==> src/rtl/pipelined_shifter.sv <==
// rtl/pipelined_shifter.sv - two-stage pipelined barrel shifter with valid/ready handshake
// Low shift-amount levels resolve in s1, high levels in s2; out_* are driven straight from s2.
module pipelined_shifter #(
  parameter int  N = 32,
  localparam int S = $clog2(N)
) (
  input  logic         clk,
  input  logic         rst,
  input  logic [N-1:0] in_data,
  input  logic [S-1:0] in_shamt,
  input  logic [2:0]   in_op,
  input  logic         in_valid,
  output logic         in_ready,
  output logic [N-1:0] out_data,
  output logic         out_err,
  output logic         out_valid,
  input  logic         out_ready
);

  localparam int SL = S / 2;
  localparam int SH = S - SL;

  localparam logic [2:0] OP_SLL = 3'b000;
  localparam logic [2:0] OP_SRL = 3'b001;
  localparam logic [2:0] OP_SRA = 3'b010;
  localparam logic [2:0] OP_ROL = 3'b011;
  localparam logic [2:0] OP_ROR = 3'b100;

  // One barrel level; amt is a constant power of two per unrolled level, always < N.
  function automatic logic [N-1:0] shift_level(input logic [N-1:0] d, input logic [2:0] op,
                                               input int amt);
    logic [N-1:0] r;
    case (op)
      OP_SLL:  r = d << amt;
      OP_SRL:  r = d >> amt;
      OP_SRA:  r = $unsigned($signed(d) >>> amt);
      OP_ROL:  r = (d << amt) | (d >> (N - amt));
      OP_ROR:  r = (d >> amt) | (d << (N - amt));
      default: r = d;
    endcase
    return r;
  endfunction

  logic          s1_valid_q;
  logic [N-1:0]  s1_data_q;
  logic [SH-1:0] s1_shamt_q;
  logic [2:0]    s1_op_q;
  logic          s2_valid_q;
  logic [N-1:0]  out_data_q;
  logic          out_err_q;

  logic          adv1;
  logic          adv2;
  logic [N-1:0]  s1_data_d;
  logic [N-1:0]  s2_data_d;
  logic          s2_err_d;

  assign adv2     = !s2_valid_q || out_ready;
  assign adv1     = !s1_valid_q || adv2;
  assign in_ready = adv1 && !rst;

  always_comb begin
    s1_data_d = in_data;
    for (int k = 0; k < SL; k++) begin
      if (in_shamt[k]) s1_data_d = shift_level(s1_data_d, in_op, 1 << k);
    end
  end

  always_comb begin
    s2_data_d = s1_data_q;
    for (int k = 0; k < SH; k++) begin
      if (s1_shamt_q[k]) s2_data_d = shift_level(s2_data_d, s1_op_q, 1 << (k + SL));
    end
    s2_err_d = (s1_op_q > OP_ROR);
  end

  always_ff @(posedge clk) begin
    if (rst) begin
      s1_valid_q <= 1'b0;
      s1_data_q  <= '0;
      s1_shamt_q <= '0;
      s1_op_q    <= '0;
      s2_valid_q <= 1'b0;
      out_data_q <= '0;
      out_err_q  <= 1'b0;
    end else begin
      if (adv1) begin
        s1_valid_q <= in_valid && in_ready;
        s1_data_q  <= s1_data_d;
        s1_shamt_q <= in_shamt[S-1:SL];
        s1_op_q    <= in_op;
      end
      if (adv2) begin
        s2_valid_q <= s1_valid_q;
        out_data_q <= s2_err_d ? '0 : s2_data_d;
        out_err_q  <= s2_err_d;
      end
    end
  end

  assign out_data  = out_data_q;
  assign out_err   = out_err_q;
  assign out_valid = s2_valid_q;

endmodule

==> config.mk <==
export PLATFORM = sky130hd
export DESIGN_NAME = pipelined_shifter
export DESIGN_NICKNAME = d
export VERILOG_FILES = /design/src/rtl/pipelined_shifter.sv
export SDC_FILE = /design/constraint.sdc
export NUM_CORES = 1
export LEC_CHECK = 0
export ABC_AREA = 1
export CELL_PAD_IN_SITES_DETAIL_PLACEMENT = 1
export CELL_PAD_IN_SITES_GLOBAL_PLACEMENT = 1
export CORE_MARGIN = 1
export CORE_UTILIZATION = 38
export CTS_CLUSTER_SIZE = 8
export DETAILED_ROUTE_END_ITERATION = 6
export PLACE_DENSITY_LB_ADDON = 0.1
export SLEW_MARGIN = 20
export SYNTH_ARGS = -nofsm -noshare
export SYNTH_HDL_FRONTEND = slang
export SYNTH_SLANG_ARGS = --single-unit
==> constraint.sdc <==
create_clock -name clk -period 4.2 [get_ports clk]
set_input_delay 0.42 -clock clk [delete_from_list [all_inputs] [get_ports clk]]
set_output_delay 0.42 -clock clk [all_outputs]
set_load 0.1 [all_outputs]
==> impl_metrics.toml <==
[yosys]
synthFlopType = "dfxtp_1"
synthAdderAreaFrac = 0
synth_commonest_cells = "nand2_1 (353), nand3_1 (126), a21oi_1 (93), inv_1 (79), dfxtp_1 (73)"
synth_top_cell_by_area = "dfxtp_1"
syn-num-nets = 1053
ys_seq_area_frac = 0.247
synth.avg_cell_area_um2 = 5.87
synth_edf_count = 0
yosys.area_share.simple = 0.385
netlist.area_leader.share = 0.247
yosys_warnings = 0
synthTopCellsByArea = "dfxtp_1 (25%), nand2_1 (22%), nand3_1 (11%), a21oi_1 (7.9%), inv_1 (5.0%)"
synth_cell_types = 35
synth_compound_area_frac = 0.261
synthMuxAreaShare = 0
synth_cells = 1009
ys_ff_latch = 73
synth_most_common_cell = "nand2_1"
synth-async-reset-ratio = 0
synth_xor_area_frac = 0
syn_area_mm2 = 0.00593
synth_top_family_by_area = "simple AND/OR/NAND/NOR gates"

[critical_path]
arrival_ns = 2.37
critPathMaxStageDelay_ns = 0.41
cp_max_fo = 32
slowest_stage = "clkdlybuf4s50_1"
critical_path_class = "primary input to output pin"
worstPathCellList = "clkdlybuf4s50_1 -> nor2_2 -> inv_1 -> nor2_1 -> inv_1 -> nand2_1 -> buf_4 -> inv_1 -> buf_12"
cp_common_cell = "inv_1"
cp-end-kind = "output pin"
critical_path_required_ns = 3.78
critPathLaunchType = "primary input"

[global_route]
grt_pass1_wl_um = 35500
grt_max_degree = 51
overflow = 0
grt_use_total = 0.274
grt_pass1_vias = 7010
antenna_found_initial = 0

[die]
core_area_mm2 = 0.0152
rows = 45
design.die.area_mm2 = 0.0161
ioPinCount = 79
die_width_um = 127
dieHeight_um = 127
initial_utilization = 0.390

[route]
vias = 7053
first_iter_violations = 578
ant_nets = 0
wl_per_cell_um = 17.0
dr.pass1.iters = 6
wirelength_um = 21100
routed_via_density = 5.68
drcViolationCount = 0

[finish]
nets = 1092
area_delta_synth_final_pct = 19.3
fin_util = 0.465
instances_no_fill = 1241
drive_gt1_frac = 0.0779
num_antenna_cells = 0

[pwr]
ir_drop_uv = 198
power_mw = 2.67
power_density_mw_per_mm2 = 378
p_leak_nw = 3.12

[clock_tree]
path_clk_slew_ns = 0.06
cts_tree = "yes"
htreeDepth = 3
cts-root-buf = "clkbuf_16"
clockBufferDepth = 2
cts_hold_buf = 0
post_cts.repair.setup_buffers = 0
clk-insertion-delay-late_ns = 0.34
numCtsBuffers = 9
clock-sinks = 73
cts_resized = 0

[timing]
fin_crit_sh = 0.663
tns_ns = 0
drv_slew = 0
rsz0062_at_grt = "no"
hold_viol_final = 0
max_slew_margin = 0.337
fin_crit_ns = 2.79
final-setup-viol-count = 0
whs_ns = 0.464
tightest_slew_ns = 0.993
fmax_mhz = 359
finClkSkew_ns = 0.00931

[place]
place.gp.congestion = 0.837
hpwl_um = 15800
portBuffers = 78
dp_cells = 1225

[worst_hold_path]
min-delay-path-class = "flop to flop"

[status]
status = "complete, no violations"

[run]
cap_violations = 0
-- cells by family (layout without fill, tap and decap cells) --
kind of cell,Yosys count,count (layout)
and+or+nand+nor,538,538
buffers and inverters,150,194
DFF,73,73
AOI/OAI and AO/OA,248,248
-- through the flow --
step | worst slack [ns] | cell area (um2)
finish | 1.41 | 7070
global route | 1.16 | 7070
CTS | 1.41 | 7070
detailed placement | 1.14 | 6750
global placement | 1.19 | 6750
floorplan | 1.63 | 5930
-- layer usage --
layer  up-vias  track usage  part of all wire
li1       3456            -                 -
met1      3453        0.369              0.48
met2       116        0.459              0.47
met3        28       0.0422             0.036
met4         0       0.0602             0.015
met5         -            0                 0
-- cell usage in the layout, fill, tap and decap left out, drive strengths merged, types with 8 or more instances in the layout --
cell type	instances
nand2	356
nand3	128
a21oi	93
inv	85
o21ai	81
clkdlybuf4s50	77
dfxtp	73
nor2	42
o211ai	39
o221ai	16
buf	16
a22oi	14
clkbuf	11
or2	8
-- registers in the layout (all words and copies together) (netlist names) --
name        flops
s1_op_q         3
out_data       32
s1_valid_q      1
s1_shamt_q      3
s1_data_q      32
out_valid       1
out_err         1
-- final cells by class --
type                    instances  area (um2)
clock buffers                  11         253
clock inverters                 5        62.6
fillers                      2076        8130
inverters                      85         322
multi-input cells             786        3830
flip-flops and latches         73        1460
well taps                     188         235
repair buffers                 93         903
-- worst max-delay path, delay by kind of cell --
family / cells / cell delay, ns
simple gates: 3 / 0.48
buf+inv: 6 / 1.45
-- worst paths after layout --
check,start,to,slack [ns],cells past startpoint
max,out_ready,in_ready,1.41,9
min,s1_valid_q$_SDFFE_PP0N_,out_valid$_SDFFE_PP0P_,0.46,2
max reg2reg,s1_op_q[2]$_SDFFE_PP0N_,out_data[17]$_SDFFE_PP0P_,1.57,11
min reg2reg,s1_valid_q$_SDFFE_PP0N_,out_valid$_SDFFE_PP0P_,0.46,2
-- where the power goes --
group          total (mW)  leakage (nW)  switching, mW  internal, mW
Combinational        1.03          2.36          0.741         0.291
Sequential          0.820         0.605         0.0574         0.762
Clock               0.820         0.148          0.324         0.496
Total                2.67          3.12           1.12          1.55
(Power assumes the default switching activity.)
